===== src/rtl/fetch_stage_if.sv =====
// -----------------------------------------------------------------------------
// fetch_stage_pkg / fetch_stage_if
//
// Purpose : Shared types for the fetch stage and the instruction-bus interface
//           that connects it to instruction memory.
//
// reg_if_id_t : IF/ID pipeline register contents handed to decode
//               (valid, pc, pcPlus4, instr, instrAddr).
//
// fetch_stage_if ports (instruction bus):
//   ireq_valid     fetch -> mem  request valid
//   ireq_addr      fetch -> mem  request address (64)
//   iresp_data_ok  mem -> fetch  response for the outstanding request
//   iresp_data     mem -> fetch  instruction word (32)
//   modport master : fetch side, modport slave : memory side
// -----------------------------------------------------------------------------
package fetch_stage_pkg;

    typedef struct packed {
        logic        valid;
        logic [63:0] pc;
        logic [63:0] pcPlus4;
        logic [31:0] instr;
        logic [63:0] instrAddr;
    } reg_if_id_t;

endpackage

interface fetch_stage_if;
    logic        ireq_valid;
    logic [63:0] ireq_addr;
    logic        iresp_data_ok;
    logic [31:0] iresp_data;

    modport master (
        output ireq_valid,
        output ireq_addr,
        input  iresp_data_ok,
        input  iresp_data
    );

    modport slave (
        input  ireq_valid,
        input  ireq_addr,
        output iresp_data_ok,
        output iresp_data
    );
endinterface


===== src/rtl/fetch_stage.sv =====
// -----------------------------------------------------------------------------
// fetch_stage
//
// Purpose : Instruction-fetch stage. Owns the architectural PC, keeps at most
//           one instruction-bus request outstanding and loads the IF/ID
//           register. Honours the global advance, decode's hold request and
//           redirects from execute (stale in-flight fetches are drained and
//           discarded).
//
// Ports:
//   clk, rst                 clock, asynchronous active-high reset
//   bus                      instruction bus (fetch_stage_if.master)
//   moduleOut                IF/ID register (reg_if_id_t)
//   ok_to_proceed            an instruction or redirect can be handed over
//   ok_to_proceed_overall    global advance; all pipeline registers gate on it
//   lwHold                   decode requests a bubble (instruction retained)
//   JumpEn, jumpTarget       redirect request and target PC
// -----------------------------------------------------------------------------
module fetch_stage
    import fetch_stage_pkg::*;
#(
    parameter logic [63:0] RESET_PC = 64'h8000_0000
) (
    input  logic                 clk,
    input  logic                 rst,
    fetch_stage_if.master        bus,
    output reg_if_id_t           moduleOut,
    output logic                 ok_to_proceed,
    input  logic                 ok_to_proceed_overall,
    input  logic                 lwHold,
    input  logic                 JumpEn,
    input  logic [63:0]          jumpTarget
);

    typedef enum logic [1:0] {
        S_IDLE = 2'd0,
        S_REQ  = 2'd1,
        S_HOLD = 2'd2,
        S_DROP = 2'd3
    } state_t;

    state_t      state;
    state_t      state_nxt;
    logic [63:0] pc;
    logic [63:0] drop_addr;
    logic [31:0] instr_buf;
    logic        buf_valid;
    logic        have;
    logic        buf_load;
    logic [31:0] cur;
    logic        adv;

    assign adv = ok_to_proceed_overall;

    // An instruction is available either straight off the bus or from the
    // buffer filled during an earlier stall/bubble.
    assign have = ((state == S_REQ) && bus.iresp_data_ok) ||
                  ((state == S_HOLD) && buf_valid);
    assign cur  = (state == S_HOLD) ? instr_buf : bus.iresp_data;

    assign ok_to_proceed = have || JumpEn;

    // Buffer loads on a decode bubble with data in hand, or when data arrives
    // while the pipeline is frozen.
    assign buf_load = (adv && !JumpEn && lwHold && have) ||
                      (!adv && (state == S_REQ) && bus.iresp_data_ok);

    // State register
    always_ff @(posedge clk or posedge rst) begin
        if (rst) begin
            state <= S_IDLE;
        end else begin
            state <= state_nxt;
        end
    end

    // Next-state logic
    always_comb begin
        state_nxt = state;
        case (state)
            S_IDLE: state_nxt = S_REQ;
            S_REQ: begin
                if (adv) begin
                    if (JumpEn) begin
                        // Request still in flight: must drain before refetching.
                        state_nxt = bus.iresp_data_ok ? S_REQ : S_DROP;
                    end else if (lwHold) begin
                        state_nxt = have ? S_HOLD : S_REQ;
                    end else begin
                        state_nxt = S_REQ;
                    end
                end else if (bus.iresp_data_ok) begin
                    state_nxt = S_HOLD;
                end
            end
            S_HOLD: begin
                if (adv) begin
                    if (JumpEn) begin
                        state_nxt = S_REQ;
                    end else if (lwHold) begin
                        state_nxt = S_HOLD;
                    end else if (have) begin
                        state_nxt = S_REQ;
                    end
                end
            end
            S_DROP: begin
                // The stale response is discarded whatever else happens;
                // a further redirect just updates pc.
                if (bus.iresp_data_ok) begin
                    state_nxt = S_REQ;
                end
            end
            default: state_nxt = S_IDLE;
        endcase
    end

    // Output logic: the stale address is replayed in DROP so the bus request
    // stays stable although pc already holds the redirect target.
    always_comb begin
        bus.ireq_valid = (state == S_REQ) || (state == S_DROP);
        bus.ireq_addr  = (state == S_DROP) ? drop_addr : pc;
    end

    always_ff @(posedge clk or posedge rst) begin
        if (rst) begin
            pc        <= RESET_PC;
            buf_valid <= 1'b0;
            moduleOut <= '0;
        end else if (adv) begin
            if (JumpEn) begin
                moduleOut.valid <= 1'b0;
                pc              <= jumpTarget;
                buf_valid       <= 1'b0;
            end else if (lwHold) begin
                moduleOut.valid <= 1'b0;
                if (have) begin
                    buf_valid <= 1'b1;
                end
            end else if (have) begin
                moduleOut <= '{valid:     1'b1,
                               pc:        pc,
                               pcPlus4:   pc + 64'd4,
                               instr:     cur,
                               instrAddr: pc};
                pc        <= pc + 64'd4;
                buf_valid <= 1'b0;
            end else begin
                moduleOut.valid <= 1'b0;
            end
        end else if ((state == S_REQ) && bus.iresp_data_ok) begin
            buf_valid <= 1'b1;
        end
    end

    always_ff @(posedge clk) begin
        if (buf_load) begin
            instr_buf <= cur;
        end
        if ((state == S_REQ) && (state_nxt == S_DROP)) begin
            drop_addr <= pc;
        end
    end

endmodule


===== src/flat_wrapper.sv =====
// flat-port wrapper written by rule: the top's interface ports become plain ports
module fetch_stage_flat import fetch_stage_pkg::*;
#(
    parameter logic [63:0] RESET_PC = 64'h8000_0000
)
  (clk, rst, moduleOut, ok_to_proceed, ok_to_proceed_overall, lwHold, JumpEn, jumpTarget, bus_ireq_valid, bus_ireq_addr, bus_iresp_data_ok, bus_iresp_data);
  fetch_stage_if bus_i ();
  input  logic clk;
  input  logic rst;
  output reg_if_id_t moduleOut;
  output logic ok_to_proceed;
  input  logic ok_to_proceed_overall;
  input  logic lwHold;
  input  logic JumpEn;
  input  logic [63:0] jumpTarget;
  output wire logic [$bits(bus_i.ireq_valid)-1:0] bus_ireq_valid;
  output wire logic [$bits(bus_i.ireq_addr)-1:0] bus_ireq_addr;
  input wire logic [$bits(bus_i.iresp_data_ok)-1:0] bus_iresp_data_ok;
  input wire logic [$bits(bus_i.iresp_data)-1:0] bus_iresp_data;
  assign bus_ireq_valid = bus_i.ireq_valid;
  assign bus_ireq_addr = bus_i.ireq_addr;
  assign bus_i.iresp_data_ok = bus_iresp_data_ok;
  assign bus_i.iresp_data = bus_iresp_data;
  fetch_stage #(.RESET_PC(RESET_PC)) u_core (.clk(clk), .rst(rst), .bus(bus_i), .moduleOut(moduleOut), .ok_to_proceed(ok_to_proceed), .ok_to_proceed_overall(ok_to_proceed_overall), .lwHold(lwHold), .JumpEn(JumpEn), .jumpTarget(jumpTarget));
endmodule

===== config.mk =====
export PLATFORM = sky130hd
export DESIGN_NAME = fetch_stage_flat
export DESIGN_NICKNAME = d
export VERILOG_FILES = /design/src/rtl/fetch_stage_if.sv /design/src/rtl/fetch_stage.sv /design/src/flat_wrapper.sv
export SDC_FILE = /design/constraint.sdc
export NUM_CORES = 1
export LEC_CHECK = 0
export BUFFER_PORTS_ARGS = -buffer_cell sky130_fd_sc_hd__buf_4
export CORE_MARGIN = 1
export CORE_UTILIZATION = 45
export DETAILED_ROUTE_END_ITERATION = 10
export HOLD_SLACK_MARGIN = 0.02
export PLACE_DENSITY = 0.7
export SLEW_MARGIN = 20
export SYNTH_ARGS = -nofsm -noshare
export SYNTH_HDL_FRONTEND = slang
export SYNTH_SLANG_ARGS = --single-unit

===== constraint.sdc =====
create_clock -name clk -period 17.55 [get_ports clk]
set_input_delay 0 -clock clk [delete_from_list [all_inputs] [get_ports clk]]
set_output_delay 0 -clock clk [all_outputs]
set_load 0.01 [all_outputs]

==> results.json, run 1 <==
{
  "status": "completed",
  "synthCells": 1525,
  "dp_cells": 2198,
  "yosys.area.top_type": "dfrtp_1",
  "routabilityCongestion": 0.851,
  "finClkSkew_ns": 0.0314,
  "ys.flop_type": "dfrtp_1",
  "cts_sinks": 322,
  "reg2reg_depth": 7,
  "hold_path.class": "input pin to flip-flop",
  "r2r_slack_ns": 14.00,
  "postCtsSetupBuffers": 0,
  "yosys_register_bits": 322,
  "dp_hpwl_um": 30400,
  "maxCapViolCount": 0,
  "holdBufCountCts": 110,
  "cts_tree": "built",
  "worst-setup-path-type": "flip-flop to flip-flop",
  "startpoint_type": "flip-flop",
  "grt_pass1_vias": 12600,
  "worstMarginPinSlew_ns": 1.02,
  "top_usage_layer": "met2",
  "end_kind": "flip-flop",
  "cp_max_fo": 14,
  "drive_gt1_share_pct": 30.1,
  "max_slew_margin_pct": 32.2,
  "start_util_pct": 45.7,
  "dieHeight_um": 186,
  "num_rows": 67,
  "syn_area_per_cell_um2": 10.0,
  "grt_pass1_wl_um": 72200,
  "synth.yosys.seq_area_share_pct": 55.8,
  "vias": 12900,
  "antenna_left": 0,
  "clock_path_buffers": 3,
  "ys_top_cells_by_count": "377 x nand2_1, 225 x dfrtp_1, 113 x o21ai_0",
  "gr-usage-met2_pct": 42.3,
  "grtUsageMet1_pct": 34.9,
  "rsz0062_at_grt": "no",
  "hold_start": "ok_to_proceed_overall",
  "required_ns": 18.02,
  "synth.cell_area_um2": 15300,
  "final_nets": 2001,
  "crit_start": "u_core.pc[11]",
  "fp.dieW_um": 186,
  "power_leakage_nw": 9.03,
  "min_period_ns": 3.55,
  "finalCritPeriodShare_pct": 20.2,
  "path_clk_slew_ns": 0.06,
  "post_cts_resized": 0,
  "die-area_um2": 34700,
  "synth_cell_type_count": 59,
  "synth-edff-count": 96,
  "syn2layout_area_growth_pct": 32.6,
  "drt_pass1_iterations": 5,
  "synth_nets": 1628,
  "report.final.slew_viol_count": 0,
  "reg2reg_to": "u_core.pc[49]",
  "instances_no_fill": 2378,
  "peakVddDrop_mv": 0.0997,
  "clock_latency_ns": 0.53,
  "hold_viol_final": 0,
  "power.density_nw_per_um2": 155,
  "hold_end": "u_core.pc[38]",
  "drtIter0Drc": 1033,
  "yosysMostFrequentCell": "nand2_1",
  "htreeDepth": 2,
  "grt_antenna_before_repair": 3,
  "holdPathStages": 3,
  "rr_startpoint": "u_core.pc[11]",
  "num_io_pins": 393,
  "finalSetupTns_ns": 0,
  "cts-root-buf": "clkbuf_16",
  "cts_made_buffers": 36,
  "synth.area.top_cells": "dfrtp_1 37%, edfxtp_1 19%, nand2_1 9.3%",
  "core_area_um2": 33400,
  "synth_top_area_share_pct": 36.8,
  "cp.arrival_ns": 4.01,
  "async_reset_ff_share_pct": 70.2,
  "wire_per_inst_um": 19.5,
  "grt-ovfl-total": 0,
  "via_per_inst": 5.41,
  "fmax_ghz": 0.282,
  "drcViolationCount": 0,
  "grt_max_degree": 97,
  "portBuffers": 392,
  "setup_viol_count_final": 0,
  "grtUsageTotal_pct": 26.2,
  "routed_wl_um": 46400,
  "grt_use_met3_pct": 5.25,
  "ys_warn_count": 0
}
worst max path at each step:
| stage | slack, ns | endpoint | cells after the start |
|---|---|---|---|
| final | 14.00 | u_core.pc[49] | 7 |
| after global routing | 13.86 | u_core.pc[49] | 7 |
| after CTS | 14.17 | u_core.pc[48] | 8 |
| after detailed placement | 14.38 | u_core.pc[51] | 6 |
| after global placement | 14.54 | u_core.moduleOut[126] | 8 |
| after floorplan | 11.36 | u_core.buf_valid | 1 |
routing by layer:
| metal | vias to the layer above | part of all wire [%] |
|---|---|---|
| met5 | - | 0 |
| met4 | 0 | 3.5 |
| met3 | 99 | 7.0 |
| met2 | 535 | 48 |
| met1 | 6270 | 42 |
| li1 | 5959 | - |
area by class of cell:
class,count,area (um^2)
Fill cell,2765,13200
Inverter,19,78.8
Clock inverter,13,125
Timing Repair Buffer,517,4160
Tap cell,448,561
Clock buffer,53,1040
Multi-Input combinational cell,1002,5770
Sequential cell,322,8540
Antenna cell,4,10.0
critical path: stages (launching register included):
cell and delay, ns:
dfrtp_1 0.56, nand4_1 0.28, nor3_2 0.68, nand4_1 0.72
nor4_1 0.44, a21oi_1 0.07, o21ai_0 0.16, dlygate4sd3_1 0.57
kinds of logic (layout without fill, tap and decap cells):
logic type	count (synthesis)	count (layout)	share of synthesized area (%)
xor+xnor	57	57	3.26
compound gates	256	256	9.86
simple gates	591	591	17.0
flops	322	322	55.8
mux	97	97	7.13
buf+inv	201	602	6.83
other cells	0	4	0
fa+ha+maj	1	1	0.0818
registers in the layout, indices dropped and copies added, names as in the netlist:
| name | cells |
|---|---|
| u_core.pc | 64 |
| u_core.instr_buf | 32 |
| u_core.state | 2 |
| u_core.buf_valid | 1 |
| u_core.moduleOut | 159 |
| u_core.drop_addr | 64 |
power by group:
part / switching (W) / internal, W / total, W
clock: 0.000307 / 0.000441 / 0.000748
sequential: 0.000223 / 0.00102 / 0.00124
combinational: 0.000570 / 0.000592 / 0.00116
total: 0.00110 / 0.00205 / 0.00315
layout by cell type, fill, tap and decap left out, types with 5 or more instances in the layout:
cell type | Yosys | layout
buf_4 | 68 | 406
nand2_1 | 377 | 376
dfrtp_1 | 225 | 225
o21ai_0 | 113 | 113
dlygate4sd3_1 | 0 | 110
mux2_2 | 96 | 96
edfxtp_1 | 96 | 96
nor2_1 | 60 | 60
nand3_1 | 49 | 48
a21oi_1 | 50 | 48
clkbuf_16 | 0 | 38
xnor2_1 | 35 | 35
nor3_1 | 28 | 26
xor2_1 | 22 | 22
nand4_1 | 21 | 21
o22ai_1 | 21 | 21
inv_1 | 17 | 16
a22oi_1 | 12 | 12
clkbuf_1 | 78 | 12
o211ai_1 | 11 | 11
and3_1 | 10 | 10
a31oi_1 | 6 | 6
or4_1 | 6 | 6
a2bb2oi_1 | 6 | 6
clkinv_1 | 2 | 5
nor4_1 | 5 | 5
a211oi_1 | 5 | 5
clkinv_2 | 0 | 5
stage by stage:
| stage | hold slack, ns | setup slack, ns | utilization (%) | total power, W | cell area, um^2 |
|---|---|---|---|---|---|
| 6_report | 0.0348 | 14.00 | 60.6 | 0.00315 | 20300 |
| 5_1_grt | 0.0275 | 13.86 | 60.6 | 0.00331 | 20300 |
| 4_1_cts | 0.0202 | 14.17 | 60.6 | 0.00317 | 20300 |
| 3_5_place_dp | 0.120 | 14.38 | 53.8 | 0.00239 | 18000 |
| 3_3_place_gp | 0.114 | 14.54 | 53.8 | 0.00236 | 18000 |
| 2_1_floorplan | 0.105 | 11.36 | - | 0.00183 | 15300 |
(Power assumes the default switching activity.)
==> run 2: changes to the inputs <==
Clock period 17.55 ns to 3.3 ns, I/O delays scaled along.
==> run 2 against run 1 <==
- critical path depth is 2 higher
- power grew to 5.3 times the previous value
- clock power grew to 5.1 times the previous value
- setup slack worse by 14 ns
- worst hold slack hardly changed
- critical path type unchanged
- critical endpoint is now u_core.pc[48]
- largest power group unchanged
==> results.json, run 2 (synthesis results as in run 1) <==
{
  "drt_pass1_iterations": 5,
  "die-area_um2": 34700,
  "clock_latency_ns": 0.53,
  "final_cell_area_um2": 20400,
  "drive_gt1_share_pct": 30.6,
  "most-common-layout-cells": "417 x buf_4, 376 x nand2_1, 225 x dfrtp_1",
  "routabilityCongestion": 0.849,
  "dp_hpwl_um": 30600,
  "reg_top3": "u_core.moduleOut x159, u_core.drop_addr x64, u_core.pc x64",
  "holdPathStages": 3,
  "rsz0062_at_grt": "no",
  "vias": 12900,
  "max_slew_margin_pct": 29.6,
  "r2r_slack_ns": 0.19,
  "cp.arrival_ns": 3.51,
  "cts_tree": "built",
  "cts_sinks": 322,
  "reg2reg_to": "u_core.pc[48]",
  "grt-ovfl-total": 0,
  "drcViolationCount": 0,
  "cts-root-buf": "clkbuf_16",
  "syn2layout_area_growth_pct": 33.5,
  "end_kind": "flip-flop",
  "drtIter0Drc": 1021,
  "fmax_ghz": 0.321,
  "grt_pass1_vias": 12800,
  "core_area_um2": 33400,
  "min_period_ns": 3.11,
  "via_per_inst": 5.41,
  "antenna_left": 0,
  "dieHeight_um": 186,
  "cts_made_buffers": 36,
  "path_clk_slew_ns": 0.06,
  "hold_path.class": "input pin to flip-flop",
  "num_rows": 67,
  "report.final.slew_viol_count": 0,
  "clock_path_buffers": 3,
  "switching_power_w": 0.00582,
  "comb_power_share_pct": 37.4,
  "fp.dieW_um": 186,
  "final_nets": 2016,
  "grt_antenna_before_repair": 1,
  "maxCapViolCount": 0,
  "grt_max_degree": 123,
  "regMostFlops": "u_core.moduleOut",
  "portBuffers": 392,
  "grtUsageTotal_pct": 26.5,
  "power_leakage_nw": 9.10,
  "netSwitchingFraction_pct": 35.0,
  "finalSetupTns_ns": 0,
  "placed_area_um2": 18200,
  "routed_wl_um": 46400,
  "htreeDepth": 2,
  "largest_reg_flops": 159,
  "rr_startpoint": "u_core.pc[2]",
  "final_common_cell": "buf_4",
  "p_int_w": 0.0108,
  "power.density_nw_per_um2": 815,
  "start_util_pct": 45.7,
  "hold_end": "u_core.pc[30]",
  "final_util_pct": 61.0,
  "cp_max_fo": 10,
  "reg2reg_depth": 9,
  "finalCritPeriodShare_pct": 94.3,
  "wire_per_inst_um": 19.4,
  "peakVddDrop_mv": 0.591,
  "finClkSkew_ns": 0.0354,
  "worst-setup-path-type": "flip-flop to flip-flop",
  "power_frac_clock_pct": 23.0,
  "worstMarginPinSlew_ns": 1.06,
  "required_ns": 3.70,
  "startpoint_type": "flip-flop",
  "grt_pass1_wl_um": 73100,
  "num_io_pins": 393,
  "p_seq_share_pct": 39.6,
  "status": "completed",
  "hold_start": "ok_to_proceed_overall",
  "setup_viol_count_final": 0,
  "hold_viol_final": 0
}
==> run 2: layer usage <==
layer	vias to the layer above	wire length, um	track usage [%]
li1	5961	-	-
met1	6315	18800	34.9
met2	560	22700	44.2
met3	88	3330	4.76
met4	2	1480	9.25
met5	-	13	0
==> run 2: worst max path at each step <==
| stage | from | end | slack (ns) | cells past startpoint |
|---|---|---|---|---|
| after floorplan | rst | u_core.buf_valid | 0.35 | 1 |
| after global placement | u_core.pc[2] | u_core.pc[38] | 0.73 | 7 |
| after detailed placement | u_core.pc[2] | u_core.pc[38] | 0.63 | 7 |
| after CTS | u_core.pc[20] | u_core.pc[46] | 0.19 | 7 |
| after global routing | u_core.pc[2] | u_core.pc[42] | 0.02 | 9 |
| final | u_core.pc[2] | u_core.pc[48] | 0.19 | 9 |
==> run 2: power groups by stage <==
stage / Combinational, W / Clock (W) / Sequential, W
2_1_floorplan: 0.00312 / 0 / 0.00660
3_3_place_gp: 0.00604 / 0 / 0.00657
3_5_place_dp: 0.00610 / 0 / 0.00663
4_1_cts: 0.00626 / 0.00391 / 0.00658
5_1_grt: 0.00670 / 0.00405 / 0.00674
6_report: 0.00622 / 0.00384 / 0.00658
==> run 2: per-stage QoR <==
step / total power, W / hold slack [ns] / setup slack (ns) / instances
after global placement: 0.0126 / 0.173 / 0.728 / 2213
final: 0.0166 / 0.0344 / 0.188 / 2389
after CTS: 0.0167 / 0.0210 / 0.185 / 2388
after detailed placement: 0.0127 / 0.176 / 0.625 / 2213
after floorplan: 0.00971 / 0.105 / 0.349 / 1525
after global routing: 0.0175 / 0.0490 / 0.0159 / 2388
==> run 2: area by class of cell <==
type | count | area [um^2]
fillers | 2728 | 13000
clock buffers | 58 | 1080
clock inverters | 7 | 43.8
well taps | 448 | 561
repair buffers | 532 | 4330
flip-flops and latches | 322 | 8540
multi-input cells | 1002 | 5790
inverters | 19 | 75.1
diodes | 1 | 2.50
==> run 2: worst max-delay path, cell delays in order (launching register included) <==
cell           delay [ns]
dfrtp_1              0.55
ha_1                 0.28
nand3_1              0.25
nor2_2               0.26
and4_1               0.43
buf_4                0.26
nand3_1              0.13
o22ai_1              0.17
a21oi_1              0.09
dlygate4sd3_1        0.59
==> run 2: timing repair <==
item,in CTS,in global routing
endpoints found under the setup margin,0,3
setup buffers,0,0
resized for setup,0,2
hold buffers,110,0
endpoints found under the hold margin,355,0
